$ cat src/rtl/hilo_pipe_pkg.sv
// Shared constants for the HI/LO pipeline: select-bit positions and reset defaults.
package hilo_pipe_pkg;

   // Width of the {HI,LO} pair and of each half
   localparam int unsigned HILO_W_DEF = 64;
   localparam int unsigned HALF_W_DEF = HILO_W_DEF / 2;

   // hilo_selectE bit positions
   localparam int unsigned SEL_MFHILO = 1;   // 1 = MFHI/MFLO instruction in E
   localparam int unsigned SEL_HI     = 0;   // 1 = read HI, 0 = read LO

   // Default reset values of the architectural halves
   localparam logic [HALF_W_DEF-1:0] RST_HI_DEF = 32'h0;
   localparam logic [HALF_W_DEF-1:0] RST_LO_DEF = 32'h0;

endpackage : hilo_pipe_pkg

$ cat src/rtl/hilo_stage_reg.sv
// Valid + data pipeline register with flush / stall / bubble control.
// Priority: flush_i (kill) > stall_i (hold) > bubble_i (insert empty slot) > capture.
// Ports:
//   clk, rst        : clock, async active-low reset
//   flush_i         : clear valid
//   stall_i         : hold valid and data
//   bubble_i        : clear valid (upstream stage held)
//   valid_i, data_i : incoming write
//   valid_o, data_o : registered write
module hilo_stage_reg #(
   parameter int unsigned W = 64
) (
   input  logic         clk,
   input  logic         rst,
   input  logic         flush_i,
   input  logic         stall_i,
   input  logic         bubble_i,
   input  logic         valid_i,
   input  logic [W-1:0] data_i,
   output logic         valid_o,
   output logic [W-1:0] data_o
);

   logic         valid_q, valid_d;
   logic [W-1:0] data_q,  data_d;

   // Next-state selection; data is only replaced on a real capture
   always_comb begin
      valid_d = valid_q;
      data_d  = data_q;
      if (flush_i) begin
         valid_d = 1'b0;
      end else if (stall_i) begin
         valid_d = valid_q;
      end else if (bubble_i) begin
         valid_d = 1'b0;
      end else begin
         valid_d = valid_i;
         data_d  = data_i;
      end
   end

   // State register
   always_ff @(posedge clk or negedge rst) begin
      if (!rst) begin
         valid_q <= 1'b0;
         data_q  <= '0;
      end else begin
         valid_q <= valid_d;
         data_q  <= data_d;
      end
   end

   assign valid_o = valid_q;
   assign data_o  = data_q;

endmodule : hilo_stage_reg

$ cat src/rtl/hilo_pipe.sv
// Architectural HI/LO register with its E->M->W pending-write pipeline.
// Writes commit at W so an instruction killed in M never updates HI/LO;
// the youngest in-flight write is forwarded back to the E-stage ALU.
// Ports:
//   clk, rst                 : clock, async active-low reset
//   stallE/M/W               : per-stage hold
//   flushM, flushW           : kill instruction entering M / W
//   hilo_wenE, hilo_selectE  : E-stage write enable and MFHI/MFLO select
//   aluoutE                  : new {HI,LO} from the ALU
//   hilo_fwdE                : forwarded {HI,LO} for E (combinational)
//   mfhilo_dataE             : MFHI/MFLO read half (combinational)
//   hilo_o                   : committed {HI,LO}
//   hilo_busy                : a write is in flight in M or W
module hilo_pipe
   import hilo_pipe_pkg::*;
#(
   parameter int unsigned HILO_W = HILO_W_DEF,
   parameter logic [31:0] RST_HI = RST_HI_DEF,
   parameter logic [31:0] RST_LO = RST_LO_DEF
) (
   input  logic              clk,
   input  logic              rst,
   input  logic              stallE,
   input  logic              stallM,
   input  logic              stallW,
   input  logic              flushM,
   input  logic              flushW,
   input  logic              hilo_wenE,
   input  logic [1:0]        hilo_selectE,
   input  logic [HILO_W-1:0] aluoutE,
   output logic [HILO_W-1:0] hilo_fwdE,
   output logic [HILO_W/2-1:0] mfhilo_dataE,
   output logic [HILO_W-1:0] hilo_o,
   output logic              hilo_busy
);

   localparam int unsigned HALF_W = HILO_W / 2;
   localparam logic [HILO_W-1:0] RST_HILO = {HALF_W'(RST_HI), HALF_W'(RST_LO)};

   logic              valid_m, valid_w;
   logic [HILO_W-1:0] data_m,  data_w;
   logic [HILO_W-1:0] hilo_q,  hilo_d;

   // E->M: stallE with M free turns the slot into a bubble
   hilo_stage_reg #(.W(HILO_W)) u_stage_m (
      .clk      (clk),
      .rst      (rst),
      .flush_i  (flushM),
      .stall_i  (stallM),
      .bubble_i (stallE),
      .valid_i  (hilo_wenE),
      .data_i   (aluoutE),
      .valid_o  (valid_m),
      .data_o   (data_m)
   );

   // M->W: stallM with W free turns the slot into a bubble
   hilo_stage_reg #(.W(HILO_W)) u_stage_w (
      .clk      (clk),
      .rst      (rst),
      .flush_i  (flushW),
      .stall_i  (stallW),
      .bubble_i (stallM),
      .valid_i  (valid_m),
      .data_i   (data_m),
      .valid_o  (valid_w),
      .data_o   (data_w)
   );

   // Commit: flushes only affect younger instructions, never the one already in W
   always_comb begin
      hilo_d = hilo_q;
      if (valid_w && !stallW) begin
         hilo_d = data_w;
      end
   end

   always_ff @(posedge clk or negedge rst) begin
      if (!rst) begin
         hilo_q <= RST_HILO;
      end else begin
         hilo_q <= hilo_d;
      end
   end

   // Forwarding, youngest pending write first
   always_comb begin
      hilo_fwdE = hilo_q;
      if (valid_m) begin
         hilo_fwdE = data_m;
      end else if (valid_w) begin
         hilo_fwdE = data_w;
      end
   end

   // MFHI/MFLO half select; zero when E is not a move-from
   always_comb begin
      mfhilo_dataE = '0;
      if (hilo_selectE[SEL_MFHILO]) begin
         if (hilo_selectE[SEL_HI]) begin
            mfhilo_dataE = hilo_fwdE[HILO_W-1 -: HALF_W];
         end else begin
            mfhilo_dataE = hilo_fwdE[HALF_W-1:0];
         end
      end
   end

   assign hilo_o    = hilo_q;
   assign hilo_busy = valid_m | valid_w;

endmodule : hilo_pipe

$ cat config.mk
export PLATFORM = sky130hd
export DESIGN_NAME = hilo_pipe
export DESIGN_NICKNAME = d
export VERILOG_FILES = /design/src/rtl/hilo_pipe_pkg.sv /design/src/rtl/hilo_stage_reg.sv /design/src/rtl/hilo_pipe.sv
export SDC_FILE = /design/constraint.sdc
export NUM_CORES = 1
export LEC_CHECK = 0
export CORE_UTILIZATION = 53
export DETAILED_ROUTE_END_ITERATION = 12
export GPL_TIMING_DRIVEN = 0
export HOLD_SLACK_MARGIN = 0.15
export PLACE_DENSITY = 0.86
export REMOVE_ABC_BUFFERS = 1
export SYNTH_ARGS = -nofsm -noshare
export SYNTH_HDL_FRONTEND = slang
export SYNTH_SLANG_ARGS = --single-unit
$ cat constraint.sdc
create_clock -name clk -period 4.4 [get_ports clk]
set_input_delay 0.66 -clock clk [delete_from_list [all_inputs] [get_ports clk]]
set_output_delay 0.66 -clock clk [all_outputs]
set_load 0.01 [all_outputs]
==> flow_metrics.tcl <==
set metrics [dict create \
    detailedPlacementHpwl_mm 15.6 \
    num_antenna_cells 0 \
    kind_of_path_behind_the_tightest_hold_check "in2async" \
    die_height_um 134 \
    cts.path.max_buffers 2 \
    syn-instance-count 811 \
    area_growth_pct 35.6 \
    setup_fix_buffers_added_after_clock_tree_synthesis 0 \
    clock_tree.htree_level_count 4 \
    post-route-cell-area_um2 12400 \
    synth_sequential_area_ratio 0.529 \
    maxCapViolations 0 \
    layout.nets 1093 \
    core_area_um2 16800 \
    synth_top_family_by_area "multiplexers" \
    irDropWorstVdd_mv 0.284 \
    numPortBuffers 234 \
    power.density_cell_area_nw_per_um2 433 \
    totalPowerFinal_uw 5390 \
    netlist_area_um2 9180 \
    vias 7330 \
    synth.mux.area_fraction 0.196 \
    finalCriticalPeriod_ns 3.93 \
    yosys_register_bits 194 \
    ys.warnings.count 0 \
    rows 47 \
    crit_path_max_fanout 64 \
    clock-sinks 194 \
    worst_slew_margin_rel 0.337 \
    worst-endpoint-arrival_ns 3.27 \
    synth.lib_cells_used.distinct 23 \
    final_layout_size_suffix_gt1_frac 0.203 \
    wl_per_cell_um 19.2 \
    postRouteWirelength_mm 24.0 \
    tritoncts.num_buffers 17 \
    design.die.area_um2 17800 \
    die-width_um 134 \
    root_buffer "sky130_fd_sc_hd__clkbuf_16" \
    detailedRoute.firstPassIterationCount 5 \
    filler_cell_count 1167 \
    grt.overflow.total 0 \
    timing.final.hold_violations 0 \
    first_global_vias 7350 \
    rsz0062_at_grt "false" \
    worst_setup_path_start_kind "flip-flop" \
    synthesis.area_per_instance_um2 11.3 \
    worst_setup_hold_path_clk_slew_ns 0.07 \
    timing.final.setup_violations 0 \
    drv_slew 0 \
    global_route.usage.total 0.279 \
    finalCritPeriodShare 0.894 \
    clock_tree_from_tritoncts "done" \
    detailed_place.area_um2 11900 \
    gpl.final_weighted_congestion 0.769 \
    floorplan.io_pins 235 \
    vias_per_cell 5.85 \
    synth_compound_area_frac 0.137 \
    crit_type "reg2out" \
    detailed_router_s_first_iteration_violation_count 382 \
    worstPathRequired_ns 3.74 \
    total_drc_errors_in_the_routed_layout 0 \
    critical_path.endpoint_type "primary output" \
    synth_simple_gate_area_frac 0.0905 \
    p_leak_uw 0.00523 \
    timing_worst_slew_pin_value_ns 0.991 \
    first_pass_grt_wire_length_mm 38.6 \
    max_freq_ghz 0.254 \
    adder_cell_share_of_the_synthesized_area 0 \
    clk_latency_ns 0.42 \
    floorplan.initialDensity 0.548 \
    ant_nets 0 \
    fin_skew_ns 0.00883 \
    outcome "finished, final reports clean" \
    cts-hold-fix-buffers 0 \
    synth_xor_area_frac 0 \
    antenna_found_initial 1 \
    maximum_number_of_pins_on_one_net_before_global_route_repair 123 \
]
## cells in the mapped netlist
master / count / area, um^2
sky130_fd_sc_hd__a211oi_1: 64 / 480
sky130_fd_sc_hd__a21oi_1: 33 / 165
sky130_fd_sc_hd__a22oi_1: 1 / 7.51
sky130_fd_sc_hd__and2b_1: 2 / 15.0
sky130_fd_sc_hd__buf_1: 2 / 7.51
sky130_fd_sc_hd__buf_2: 30 / 150
sky130_fd_sc_hd__buf_4: 1 / 7.51
sky130_fd_sc_hd__buf_6: 6 / 67.6
sky130_fd_sc_hd__clkbuf_1: 21 / 78.8
sky130_fd_sc_hd__dfrtp_1: 194 / 4850
sky130_fd_sc_hd__inv_1: 32 / 120
sky130_fd_sc_hd__inv_2: 1 / 3.75
sky130_fd_sc_hd__mux2_1: 5 / 56.3
sky130_fd_sc_hd__mux2_2: 155 / 1750
sky130_fd_sc_hd__nand2_1: 33 / 124
sky130_fd_sc_hd__nor2_1: 67 / 251
sky130_fd_sc_hd__nor2b_1: 64 / 400
sky130_fd_sc_hd__nor3_2: 1 / 10.0
sky130_fd_sc_hd__nor3_4: 1 / 16.3
sky130_fd_sc_hd__nor3b_1: 1 / 7.51
sky130_fd_sc_hd__o21ai_0: 64 / 320
sky130_fd_sc_hd__o32ai_1: 32 / 280
sky130_fd_sc_hd__or2_2: 1 / 6.26
## registers in the layout, summed over array words and instances (netlist names)
signal,cells
u_stage_w.valid_o,1
u_stage_w.data_o,64
u_stage_m.valid_o,1
hilo_o,64
u_stage_m.data_o,64
## cells by family after synthesis
group / count (synthesis)
AO/OA/AOI/OAI: 194
multiplexers: 160
flip-flops: 194
AND/OR/NAND/NOR: 170
buffers and inverters: 93
## layout make-up
cell class / instances / area, um^2 / share of cell area
clock inverters: 11 / 104 / 0.00834
multi-input cells: 524 / 3910 / 0.314
clock buffers: 21 / 450 / 0.0362
flip-flops and latches: 194 / 4860 / 0.391
repair buffers: 249 / 2720 / 0.218
well taps: 220 / 275 / 0.0221
inverters: 33 / 126 / 0.0102
## per-stage QoR
stage	setup slack [ns]	setup TNS, ns	hold slack [ns]	util	cells
final	0.467	0	0.275	0.743	1252
after global routing	0.361	0	0.321	0.743	1252
after CTS	0.133	0	0.312	0.742	1252
after detailed placement	0.590	0	0.501	0.709	1220
after global placement	-5.38	-1614.72	0.496	0.685	1205
after floorplan	-1.37	-87.57	0.364	-	751
## placed cells by master (no fill, tap or decap), types with 10 or more instances in the layout
master,instances
sky130_fd_sc_hd__o32ai_1,32
sky130_fd_sc_hd__buf_16,10
sky130_fd_sc_hd__nand2_1,32
sky130_fd_sc_hd__inv_1,32
sky130_fd_sc_hd__nor2_1,67
sky130_fd_sc_hd__o21ai_0,64
sky130_fd_sc_hd__a211oi_1,64
sky130_fd_sc_hd__mux2_2,155
sky130_fd_sc_hd__clkbuf_16,17
sky130_fd_sc_hd__a21oi_1,33
sky130_fd_sc_hd__clkdlybuf4s50_1,233
sky130_fd_sc_hd__dfrtp_1,192
sky130_fd_sc_hd__nor2b_1,62
## critical path: stages, from the launching register on
cell and delay (ns):
sky130_fd_sc_hd__dfrtp_4 0.67, sky130_fd_sc_hd__buf_16 0.28, sky130_fd_sc_hd__inv_4 0.57, sky130_fd_sc_hd__nor2_1 0.15, sky130_fd_sc_hd__o32ai_1 0.49, sky130_fd_sc_hd__clkdlybuf4s50_1 0.63
## per-layer routing
metal / vias to the layer above / global-route usage / wire (um)
met2: 306 / 0.450 / 11500
li1: 3319 / - / -
met4: 2 / 0.116 / 710
met1: 3640 / 0.364 / 10100
met5: - / 0 / 13
met3: 63 / 0.0620 / 1640
## where the power goes
part           internal [uW]  leakage (uW)  switching (uW)
sequential              2170       0.00244             287
combinational            873       0.00252             603
clock                    801      0.000268             663
## final timing paths
path	from	to	slack, ns	cells after the start
max	u_stage_m.valid_o	mfhilo_dataE[27]	0.47	5
min	rst	hilo_o[40]	0.27	2
max reg2reg	u_stage_w.valid_o	hilo_o[55]	1.91	4
min reg2reg	u_stage_m.data_o[12]	u_stage_w.data_o[12]	0.51	1
max in group asynchronous	rst	hilo_o[14]	3.31	3
min in group clk	u_stage_m.data_o[12]	u_stage_w.data_o[12]	0.51	1
## what timing repair did
action / CTS / global route
gates resized for setup: 0 / 2
hold endpoints to repair: 0 / 0
endpoints found under the setup margin: 0 / 2
No activity file was read; power rests on OpenSTA's default activity.
